<file path="src/rtl/viterbi_pkg.sv">
// ============================================================================
// Module      : viterbi_pkg
// Description : Shared constants, types and trellis helpers for the K=3,
//               rate-1/2 convolutional encoder and Viterbi decoder.
// Revision    : 1.0 - initial release
// ============================================================================
`default_nettype none

package viterbi_pkg;

    localparam int             K        = 3;
    localparam logic [K-1:0]   G0       = 3'o7;
    localparam logic [K-1:0]   G1       = 3'o5;
    localparam int             DEPTH    = 32;
    localparam int             METRIC_W = 6;

    typedef logic [1:0]          state_t;
    typedef logic [METRIC_W-1:0] metric_t;

    // Code symbol {c0,c1} emitted when input u leaves encoder state s={s1,s2}.
    function automatic logic [1:0] branch_sym(input logic u, input state_t s);
        logic [K-1:0] w_taps;
        w_taps = {u, s};
        return {^(w_taps & G0), ^(w_taps & G1)};
    endfunction

    function automatic logic [1:0] hamming2(input logic [1:0] a, input logic [1:0] b);
        logic [1:0] w_x;
        w_x = a ^ b;
        return {1'b0, w_x[1]} + {1'b0, w_x[0]};
    endfunction

endpackage

`default_nettype wire

</file>
<file path="src/rtl/viterbi_tx_rx_conv_encoder.sv">
// ============================================================================
// Module      : conv_encoder
// Description : K=3 rate-1/2 convolutional encoder with registered symbol
//               and valid flag.
// Revision    : 1.0 - initial release
// ============================================================================
`default_nettype none

module conv_encoder
    import viterbi_pkg::*;
(
    input  logic       clk,
    input  logic       rst,
    input  logic       i_en,
    input  logic       i_bit,
    output logic [1:0] o_sym,
    output logic       o_valid
);

    state_t     r_state;
    logic [1:0] r_sym;
    logic       r_valid;

    always_ff @(posedge clk or posedge rst) begin
        if (rst) begin
            r_state <= 2'b00;
            r_sym   <= 2'b00;
            r_valid <= 1'b0;
        end else if (i_en) begin
            r_sym   <= branch_sym(i_bit, r_state);
            r_state <= {i_bit, r_state[1]};
            r_valid <= 1'b1;
        end
    end

    assign o_sym   = r_sym;
    assign o_valid = r_valid;

endmodule

`default_nettype wire

</file>
<file path="src/rtl/viterbi_tx_rx.sv">
// ============================================================================
// Module      : viterbi_tx_rx
// Description : Encoder plus 4-state register-exchange Viterbi decoder over a
//               noiseless internal channel.
// Revision    : 1.0 - initial release
// ============================================================================
`default_nettype none

module viterbi_tx_rx
    import viterbi_pkg::*;
#(
    parameter int DEPTH    = viterbi_pkg::DEPTH,
    parameter int METRIC_W = viterbi_pkg::METRIC_W
) (
    input  logic clk,
    input  logic rst,
    input  logic encoder_i,
    input  logic enable_encoder_i,
    output logic decoder_o
);

    localparam logic [METRIC_W-1:0] C_MAX = {METRIC_W{1'b1}};

    logic [1:0]          w_sym;
    logic                w_valid;

    logic [METRIC_W-1:0] r_metric [4];
    logic [DEPTH-1:0]    r_surv   [4];
    logic                r_pick;
    logic                r_dec_out;

    logic [METRIC_W+1:0] w_acs      [4];
    logic [METRIC_W-1:0] w_metric_n [4];
    logic [DEPTH-1:0]    w_surv_n   [4];
    logic [3:0]          w_dec;
    logic [METRIC_W+1:0] w_min;
    state_t              w_best;

    conv_encoder u_enc (
        .clk     (clk),
        .rst     (rst),
        .i_en    (enable_encoder_i),
        .i_bit   (encoder_i),
        .o_sym   (w_sym),
        .o_valid (w_valid)
    );

    // New state {u,a} is reached from {a,0} and {a,1}; {a,0} wins ties.
    for (genvar gs = 0; gs < 4; gs++) begin : g_acs
        localparam state_t c_ns = state_t'(gs);
        localparam logic   c_u  = c_ns[1];
        localparam state_t c_p0 = {c_ns[0], 1'b0};
        localparam state_t c_p1 = {c_ns[0], 1'b1};

        logic [METRIC_W+1:0] w_sum0;
        logic [METRIC_W+1:0] w_sum1;
        logic [DEPTH-1:0]    w_sel;

        assign w_sum0 = {2'b00, r_metric[c_p0]}
                      + {{METRIC_W{1'b0}}, hamming2(w_sym, branch_sym(c_u, c_p0))};
        assign w_sum1 = {2'b00, r_metric[c_p1]}
                      + {{METRIC_W{1'b0}}, hamming2(w_sym, branch_sym(c_u, c_p1))};
        assign w_dec[gs]    = (w_sum1 < w_sum0);
        assign w_acs[gs]    = w_dec[gs] ? w_sum1 : w_sum0;
        assign w_sel        = w_dec[gs] ? r_surv[c_p1] : r_surv[c_p0];
        assign w_surv_n[gs] = {w_sel[DEPTH-2:0], c_u};
    end

    always_comb begin
        w_min = w_acs[0];
        for (int i = 1; i < 4; i++) begin
            if (w_acs[i] < w_min) begin
                w_min = w_acs[i];
            end
        end
    end

    for (genvar gn = 0; gn < 4; gn++) begin : g_norm
        logic [METRIC_W+1:0] w_diff;
        assign w_diff          = w_acs[gn] - w_min;
        assign w_metric_n[gn]  = (w_diff > {2'b00, C_MAX}) ? C_MAX : w_diff[METRIC_W-1:0];
    end

    // Strict compare keeps the lowest index on metric ties.
    always_comb begin
        w_best = 2'd0;
        for (int i = 1; i < 4; i++) begin
            if (r_metric[i] < r_metric[w_best]) begin
                w_best = state_t'(i);
            end
        end
    end

    always_ff @(posedge clk or posedge rst) begin
        if (rst) begin
            r_metric[0] <= '0;
            r_metric[1] <= C_MAX;
            r_metric[2] <= C_MAX;
            r_metric[3] <= C_MAX;
            for (int i = 0; i < 4; i++) begin
                r_surv[i] <= '0;
            end
            r_pick    <= 1'b0;
            r_dec_out <= 1'b0;
        end else if (enable_encoder_i) begin
            if (w_valid) begin
                for (int i = 0; i < 4; i++) begin
                    r_metric[i] <= w_metric_n[i];
                    r_surv[i]   <= w_surv_n[i];
                end
            end
            r_pick    <= r_surv[w_best][DEPTH-1];
            r_dec_out <= r_pick;
        end
    end

    assign decoder_o = r_dec_out;

endmodule

`default_nettype wire

</file>
<file path="config.mk">
export PLATFORM = sky130hd
export DESIGN_NAME = viterbi_tx_rx
export DESIGN_NICKNAME = d
export VERILOG_FILES = /design/src/rtl/viterbi_pkg.sv /design/src/rtl/viterbi_tx_rx_conv_encoder.sv /design/src/rtl/viterbi_tx_rx.sv
export SDC_FILE = /design/constraint.sdc
export NUM_CORES = 1
export LEC_CHECK = 0
export BUFFER_PORTS_ARGS = -buffer_cell sky130_fd_sc_hd__buf_2
export CAP_MARGIN = 25
export CORE_MARGIN = 2
export CORE_UTILIZATION = 53
export CTS_BUF_LIST = sky130_fd_sc_hd__clkbuf_4
export CTS_CLUSTER_DIAMETER = 80
export DETAILED_ROUTE_END_ITERATION = 7
export PLACE_DENSITY = 0.68
export SLEW_MARGIN = 5
export SYNTH_ARGS = -nofsm -noshare
export SYNTH_HDL_FRONTEND = slang
export SYNTH_HIERARCHICAL = 1
export SYNTH_SLANG_ARGS = --single-unit
</file>
<file path="constraint.sdc">
create_clock -name clk -period 11.49 [get_ports clk]
set_input_delay 1.149 -clock clk [delete_from_list [all_inputs] [get_ports clk]]
set_output_delay 1.149 -clock clk [all_outputs]
set_load 0.03 [all_outputs]
</file>
; ---- Word-level counts from Yosys, hierarchy flattened
; Cells that the tools add are included.
; Widths: inputs -> output; s select.
[op_classes]
add_sub_neg = 16
magnitude_cmp = 17
n_mux = 27
bitwise = 6
n_reduce_logical = 3
[op_table]
columns = operator, count
row1 = $mux 31, 4
row2 = $bmux 32 s2, 1
row3 = $mux 32, 2
row4 = $add 6x2->7, 8
row5 = $mux 6, 8
row6 = $lt 7x7->1, 5
row7 = $mux 7, 5
row8 = $gt 8x6->1 const B, 4
row9 = $sub 7x8->8, 4
row10 = $bmux 6 s2, 2
row11 = $lt 6x6->1, 3
row12 = $lt 7x8->1, 2
row13 = $mux 8, 2
row14 = $ge 3x3->1 const B, 3
row15 = $add 1x1->2, 4
row16 = $not 2->3, 2
row17 = $reduce_xor 3->1, 2
row18 = $mux 2, 2
row19 = $not 1->3, 1
row20 = $not 1->1, 2
row21 = $not 2->2, 1
row22 = $reduce_and 2->1, 1
row23 = $mux 1, 1
[word_totals]
ff_bits = 157
input_bits = 4
output_inout_bits = 1
elab_cells = 82

; ---- Depth between registers and ports, before layout
; Gate-level depths: netlist of the first run.
[depth]
ltp_word = 18
depth_mapped = 52
mapped_depth_nobuf = 51

; ---- Hierarchy
; The synthesis of the first run kept the hierarchy.
[by_module_without_submodules]
columns = mod, instances, cells_each, area_per_inst_um2, seq_area_each_um2
row1 = viterbi_tx_rx, 1, 1197, 10807.9, 3751.1
row2 = conv_encoder, 1, 14, 214.0, 125.1

; ---- Worst setup path before layout of the first run
; Ideal clock, no wire load.
[synth_timing]
path_kind = reg2reg
start = reg u_enc.r_sym[0] (netlist: u_enc/o_sym[0])
end = reg r_metric[19] (netlist name)
setup_time_ps = 148
t_arrival_ps = 9491
required_ps = 11342
slack_ps = 1851
path_stages_with_launch = 47
n_path_buf = 1
period_less_slack_ps = 9639
cell_sequence = dfrtp_1 > inv_1 > ha_1 > ha_1 > nand2b_1 > a311oi_1 > xnor2_1 > inv_1 > ha_1 > a21oi_1 > inv_1 > a221oi_2 > o32ai_1 > a31o_2 > clkbuf_1 > a21oi_1 > inv_1 > ha_1 > [11 not listed] > mux2i_1 > inv_1 > ha_1 > a21o_1 > a21o_1 > a21oi_1 > a21oi_1 > o22ai_4 > mux2i_1 > fa_1 > nor2b_1 > o21ai_0 > a21oi_1 > o21ai_0 > mux2_2 > nand2_1 > a21oi_1 > a22oi_1
[synth_via]
elab_chain_len = 14
elab_cells_between_ends = 31
cone_classes = 13 x add/sub / 8 x order compare / 8 x mux / 2 x bitwise
[synth_rtl]
columns = item, line
row1 = "start, declared", viterbi_tx_rx_conv_encoder.sv:21  ; logic [1:0] r_sym;
row2 = "start signal, assigned", viterbi_tx_rx_conv_encoder.sv:30  ; r_sym <= branch_sym(i_bit, r_state);
row3 = $not 1->1 (no line) / $not 2->2 (equally long branches), -
row4 = $add 1x1->2, viterbi_pkg.sv:30  ; return {1'b0, w_x[1]} + {1'b0, w_x[0]};
row5 = $add 6x2->7, viterbi_tx_rx.sv:62  ; + {{METRIC_W{1'b0}}, hamming2(w_sym, branch_sym(c_u, c_p1))};
row6 = $lt 7x7->1, viterbi_tx_rx.sv:63  ; assign w_dec[gs] = (w_sum1 < w_sum0);
row7 = $mux 7, viterbi_tx_rx.sv:64  ; assign w_acs[gs] = w_dec[gs] ? w_sum1 : w_sum0;
row8 = $lt 7x7->1, viterbi_tx_rx.sv:72  ; if (w_acs[i] < w_min) begin
row9 = $mux 7, viterbi_tx_rx.sv:72
row10 = $lt 7x8->1, viterbi_tx_rx.sv:72
row11 = $mux 8, viterbi_tx_rx.sv:72
row12 = $lt 7x8->1, viterbi_tx_rx.sv:72
row13 = $mux 8, viterbi_tx_rx.sv:72
row14 = $sub 7x8->8 *, viterbi_tx_rx.sv:80  ; assign w_diff = w_acs[gn] - w_min;
row15 = $gt 8x6->1, viterbi_tx_rx.sv:81  ; assign w_metric_n[gn] = (w_diff > {2'b00, C_MAX}) ? C_MAX : w_diff[METRIC_W-1:0];
row16 = $mux 6 *, viterbi_tx_rx.sv:81
row17 = "end signal, assigned by index", viterbi_tx_rx.sv:108  ; r_metric[i] <= w_metric_n[i];
row18 = "end, declared", viterbi_tx_rx.sv:27  ; logic [METRIC_W-1:0] r_metric [4];
; Every way passes the cells marked *; elsewhere a longest branch is shown, timed or not.
; A chain may end at the register's enable or synchronous reset.

; ---- Final worst setup path of the first run
[layout_timing]
start = reg u_enc.r_sym[0] (netlist: u_enc/o_sym[0])
end = reg r_metric[12] (netlist name)
; Same word-level chain as after synthesis.

==> out/metrics.csv, run 1 <==
stage,metric,value,unit
setup_path,reg2reg_setup_slack,0.80,ns
cts,cts_sinks,154,
final_layout,nets,1289,
grt,grt.busiest_layer,met2,
setup_path,slowest_stage,dfrtp_1,
grt,antenna_found_initial,1,
sta,fin_skew,0.0293,ns
grt,grt_usage,0.229,
grt,met2_usage,0.378,
cts,cts_buffers,17,
setup_path,r2r.worst_path.cells,48,
sta,max_freq,93.5,MHz
grt,grtUsageMet3,0.0334,
die,initial_core_util,0.543,
drt,firstDrtPassIters,6,
drt,vias,8277,
setup_path,cp_max_fo,35,
die,die-area,22000,um2
placement,numPortBuffers,4,
placement,hpwl,17300,um
synth,syn_inst,1211,
grt,grt_pass1_wl,40300,um
cts,cts-root-buf,clkbuf_4,
final_layout,area_growth,4.58,%
setup_path,path_class,flop to flop,
die,die_height,148,um
cts,cts_hold_buffers,0,
placement,post-place-cells,1429,
drt,drtIter0Drc,596,
synth,synthFlopType,dfrtp_1,
die,row_count,52,
drt,via_per_inst,5.66,
die,io_pins,5,
die,core_area,20300,um2
setup_path,endpoint_kind,flop,
synth,synth-edff-count,0,
worst_hold_path,hp-class,input pin to asynchronous set/reset pin,
synth,synth_seq_cells,154,
grt,use_met1,0.315,
synth,synth_cell_type_count,73,
sta,whs,0.486,ns
drt,drc,0,
cts,path_clk_slew,0.15,ns
synth,synth_area_per_cell,9.10,um2
die,fp.dieW,148,um
sta,tightestPinTransition,0.998,ns
sta,hold_violations,0,
synth,async_flop_share,1.00,
synth,netlist_area,11000,um2
sta,fin_ws,0.798,ns
run,cap_violations,0,
setup_path,cp-start-kind,flop,
drt,wl_per_cell,16.5,um
final_layout,drive_above_1_share,0.0924,
sta,fin_crit_sh,0.931,
synth,synth_warnings,6,
sta,relSlewSlack,0.335,
placement,dpl_worst_slack,0.528,ns
cts,max-clock-path-buffers,2,
final_layout,final_cells,1462,
sta,setup_viol,0,
setup_path,max_stage_delay,0.47,ns
grt,grt_pass1_vias,8069,
synth,synth_fp_nets,1321,
sta,period_minus_slack,10.69,ns
setup_path,worstPathRequired,11.98,ns
cts,cts_tree,done,
synth,synth-seq-area-share,0.352,
sta,finalMaxSlewViolations,0,
drt,drtAntennaViolNets,0,
grt,grt_max_degree,134,
cts,clock_latency,0.58,ns
drt,drt-total-wl,24100,um
grt,grt-ovfl-total,0,
setup_path,worst_r2r_startpoint,u_enc/o_sym[0],
setup_path,r2r-end,r_metric[12],
placement,gp_congestion,0.882,
status,status,finished clean,
cts,h-tree-depth,4,
setup_path,crit_arrival,11.18,ns
[metrics by stage]
stage,area (um2),TNS (ns),util
detailed placement,11200,0,0.551
finish,11500,0,0.568
CTS,11500,0,0.564
global placement,11200,0,0.551
global route,11500,-0.00723,0.568
floorplan,11000,0,-
[metal layers]
layer,vias to the layer above,routed length [um]
met2,122,11400
met3,28,760
li1,4162,-
met1,3965,11600
met4,0,378
met5,-,0
[worst max path at each step]
stage | start | end | slack [ns] | depth (start not counted)
6_report | u_enc/o_sym[0] | r_metric[12] | 0.80 | 48
4_1_cts | u_enc/o_sym[0] | r_metric[12] | 0.47 | 46
3_3_place_gp | u_enc/o_sym[0] | r_metric[19] | 0.90 | 46
2_1_floorplan | u_enc/o_sym[0] | r_metric[19] | 1.85 | 46
3_5_place_dp | u_enc/o_sym[0] | r_metric[12] | 0.53 | 46
5_1_grt | u_enc/o_sym[0] | r_metric[12] | -0.007 | 47
[cells in the final DEF (no fill, tap or decap), types with 4 or more instances in the layout]
cell and n:
a21o_1 22, a21oi_1 69, a21oi_2 4, a22oi_1 8, a31o_2 6, a31oi_1 4
and2_1 7, buf_2 4, buf_4 7, clkbuf_4 17, dfrtp_1 136, dfstp_2 18
fa_1 4, ha_1 102, inv_1 66, inv_6 5, mux2_2 11, mux2i_1 139
nand2_1 162, nand2b_1 17, nand3_1 17, nand4_1 5, nor2_1 53, nor2b_1 18
nor3_1 4, o21ai_0 155, o21ai_1 4, xnor2_1 32, xor2_1 18
[area by class of cell]
| type | instances | area [um2] |
|---|---|---|
| Clock inverter | 14 | 135 |
| Multi-Input combinational cell | 926 | 6680 |
| Sequential cell | 154 | 3880 |
| Clock buffer | 17 | 128 |
| Inverter | 67 | 256 |
| Fill cell | 1838 | 8770 |
| Timing Repair Buffer | 13 | 111 |
| Tap cell | 270 | 338 |
| Antenna cell | 1 | 2.50 |
[what timing repair did]
action | CTS | global route
setup buffers | 0 | 0
resized for setup | 0 | 12
setup endpoints to repair | 0 | 24
[cell families after synthesis]
group                    after synthesis  share of synthesized area
adder cells (fa/ha/maj)              107                      0.124
multiplexers                         157                      0.145
buffers and inverters                131                     0.0495
AND/OR/NAND/NOR                      298                      0.119
AO/OA/AOI/OAI                        313                      0.168
flip-flops                           154                      0.352
XOR/XNOR                              51                     0.0419
[state kept, by name (all words and copies together), names as in the netlist]
register       flops
u_enc/r_state      2
decoder_o          1
r_pick             1
r_surv           123
r_metric          24
u_enc/o_sym        2
u_enc/o_valid      1
[worst max-delay path: cells and delay by family, from the launching register on]
family                     cells  cell delay (ns)
adders and majority gates      9             2.36
DFF                            1             0.47
AOI/OAI and AO/OA             22             4.59
and+or+nand+nor                5             0.59
xor gates and xnor gates       1             0.19
buffers and inverters          7             0.97
muxes                          4             1.41
[synth_stat cells, types with 3 or more instances]
| master | n | share of area |
|---|---|---|
| dfstp_2 | 18 | 0.043 |
| nor2_1 | 53 | 0.018 |
| nor3_1 | 4 | 0.0018 |
| buf_6 | 4 | 0.0041 |
| o21ai_1 | 3 | 0.0014 |
| buf_4 | 3 | 0.0020 |
| a31o_2 | 6 | 0.0048 |
| a22oi_1 | 8 | 0.0054 |
| dfrtp_1 | 136 | 0.31 |
| a211oi_1 | 3 | 0.0020 |
| mux2i_1 | 142 | 0.13 |
| ha_1 | 102 | 0.12 |
| xor2_1 | 18 | 0.014 |
| o211ai_1 | 3 | 0.0020 |
| nand2_1 | 163 | 0.056 |
| mux2_2 | 11 | 0.011 |
| nand2b_1 | 17 | 0.0096 |
| clkbuf_1 | 52 | 0.018 |
| nand3_1 | 17 | 0.0077 |
| a21o_1 | 22 | 0.015 |
| nand4_1 | 5 | 0.0028 |
| o21ai_0 | 156 | 0.071 |
| and2_1 | 7 | 0.0040 |
| nand3b_1 | 3 | 0.0020 |
| fa_1 | 4 | 0.0073 |
| inv_1 | 67 | 0.023 |
| a21oi_1 | 75 | 0.034 |
| mux2_4 | 3 | 0.0041 |
| xnor2_1 | 32 | 0.025 |
| a31oi_1 | 4 | 0.0023 |
| nor2b_1 | 18 | 0.010 |
Power of run 1 is not shown: default switching activity piles up to over one toggle a cycle in this logic, so the estimate is an artifact.
==> run 2, diff against run 1 <==
CORE_ASPECT_RATIO = 2   (was not set)
==> run 2 against run 1 <==
Against the previous run: non-clock buffer count rose by 2; critical path type unchanged; global-route usage rose by 3.0 points; core utilization down 0.56 points; largest cell class unchanged; worst hold slack got worse by 0.019 ns; fmax shrank 0.14%; via count rose by 3.2%.
==> out/metrics.csv, run 2 (synthesis gave the netlist of run 1 again) <==
stage,metric,value,unit,change
status,status,finished clean,,unchanged
final_layout,final_util,0.562,,was 0.568
drt,drtIter0Drc,341,,was 596
setup_path,cp-start-kind,flop,,unchanged
final_layout,reg_top3,"r_surv (123), r_metric (24)",,unchanged
final_layout,final_cell_mix,"nand2_1, o21ai_0, mux2i_1, dfrtp_1, ha_1",,unchanged
setup_path,worstPathRequired,11.93,ns,was 11.98 ns
final_layout,fillers,1866,,"was 1,838"
die,core_area,20500,um2,"was 20,300 um2"
setup_path,crit_top_cell,ha_1,,
die,initial_core_util,0.539,,was 0.543
cts,clock_latency,0.59,ns,was 0.58 ns
sta,fin_crit_sh,0.932,,was 0.931
sta,rsz0062_at_grt,no,,
sta,fin_tns_setup,0,ns,unchanged
drt,drt-total-wl,27300,um,"was 24,100 um"
drt,via_per_inst,5.85,,was 5.66
sta,hold_violations,0,,unchanged
drt,wl_per_cell,18.7,um,was 16.5 um
sta,max_freq,93.4,MHz,was 93.5 MHz
final_layout,final_common_cell,nand2_1,,unchanged
worst_hold_path,hp-class,input pin to asynchronous set/reset pin,,unchanged
sta,period_minus_slack,10.71,ns,was 10.69 ns
die,fp.dieW,106,um,was 148 um
cts,cts_hold_buffers,0,,unchanged
grt,grt_max_degree,123,,was 134
sta,fin_ws,0.783,ns,was 0.798 ns
run,cap_violations,0,,unchanged
drt,drc,0,,unchanged
final_layout,area_growth,4.38,%,was 4.58%
die,io_pins,5,,unchanged
cts,cts_buffers,17,,unchanged
final_layout,seqCellArea,3880,um2,unchanged
die,die-area,22000,um2,about the same
grt,antenna_found_initial,1,,unchanged
drt,drtAntennaViolNets,0,,unchanged
cts,cts_sinks,154,,unchanged
sta,tightestPinTransition,1.10,ns,was 0.998 ns
die,row_count,74,,was 52
setup_path,crit_arrival,11.15,ns,was 11.18 ns
drt,vias,8542,,"was 8,277"
final_layout,nets,1291,,"was 1,289"
cts,h-tree-depth,4,,unchanged
cts,cts_tree,done,,unchanged
grt,grt-ovfl-total,0,,unchanged
sta,relSlewSlack,0.260,,was 0.335
placement,hpwl,20700,um,"was 17,300 um"
grt,grt_pass1_vias,8697,,"was 8,069"
sta,fin_skew,0.0188,ns,was 0.0293 ns
drt,firstDrtPassIters,7,,was 6
grt,grt_usage,0.259,,was 0.229
placement,gp_congestion,1.00,,was 0.882
grt,grt_pass1_wl,43900,um,"was 40,300 um"
setup_path,reg2reg_setup_slack,0.78,ns,was 0.80 ns
die,die_height,208,um,was 148 um
cts,max-clock-path-buffers,2,,unchanged
final_layout,regMostFlops,r_surv,,unchanged
setup_path,slowest_stage,a221oi_1,,was dfrtp_1
sta,setup_viol,0,,unchanged
setup_path,path_class,flop to flop,,unchanged
setup_path,max_stage_delay,0.71,ns,was 0.47 ns
cts,path_clk_slew,0.14,ns,was 0.15 ns
setup_path,endpoint_kind,flop,,unchanged
cts,cts-root-buf,clkbuf_4,,unchanged
final_layout,largest_reg_flops,123,,unchanged
setup_path,cp_max_fo,17,,was 35
final_layout,multi_input_area,6660,um2,was 6680 um2
sta,finalMaxSlewViolations,0,,unchanged
placement,numPortBuffers,4,,unchanged
final_layout,drive_above_1_share,0.0888,,was 0.0924
placement,dpl_worst_slack,0.539,ns,was 0.528 ns
==> run 2: changes by cell type in the layout (fill, tap and decap cells not counted), sizes merged <==
cell | previous run | this run
buf | 13 | 15
bufinv | 1 | 2
inv | 73 | 69
clkbuf | 17 | 18
clkinv | 5 | 8
==> run 2: worst paths after layout <==
kind,start,to,cells after the start
worst max register to register,u_enc/o_sym[0],r_metric[23],42
worst max-delay path,u_enc/o_sym[0],r_metric[23],42
worst min register to register,r_surv[0],r_surv[0],1
max in group asynchronous,rst,r_surv[76],3
worst min-delay path,rst,u_enc/r_state[1],2
min in group clk,r_surv[0],r_surv[0],1
==> run 2: repair_timing <==
item,4_1_cts,5_1_grt
setup endpoints to repair,0,24
setup buffers,0,0
gates resized for setup,0,7
hold endpoints to repair,0,0
==> run 2: stage by stage <==
stage	std cells	hold WS, ns	area (um2)
after global placement	1427	0.452	11200
after CTS	1459	0.427	11500
after global routing	1461	0.445	11500
final	1461	0.467	11500
after floorplan	1211	0.435	11000
after detailed placement	1427	0.452	11200
==> run 2: layout make-up <==
cell class | instances | share of cell area
multi-input cells | 926 | 0.579
repair buffers | 15 | 0.0100
clock inverters | 14 | 0.0111
inverters | 67 | 0.0223
clock buffers | 18 | 0.0117
well taps | 266 | 0.0289
diodes | 1 | 0.000218
flip-flops and latches | 154 | 0.337
==> run 2: worst max-delay path: cells and delay by family (launching register included) <==
family / cells / cell delay, ns
compound gates: 22 / 5.84
fa+ha+maj: 7 / 2.04
buf+inv: 4 / 0.34
flops: 1 / 0.46
mux: 4 / 1.32
simple gates: 5 / 0.53
==> run 2: layer usage <==
| metal | track usage | share of wire |
|---|---|---|
| met5 | 0 | 0 |
| met4 | 0.206 | 0.089 |
| met3 | 0.0423 | 0.022 |
| met2 | 0.475 | 0.54 |
| met1 | 0.249 | 0.35 |
Power of run 2 is left out for the same reason.
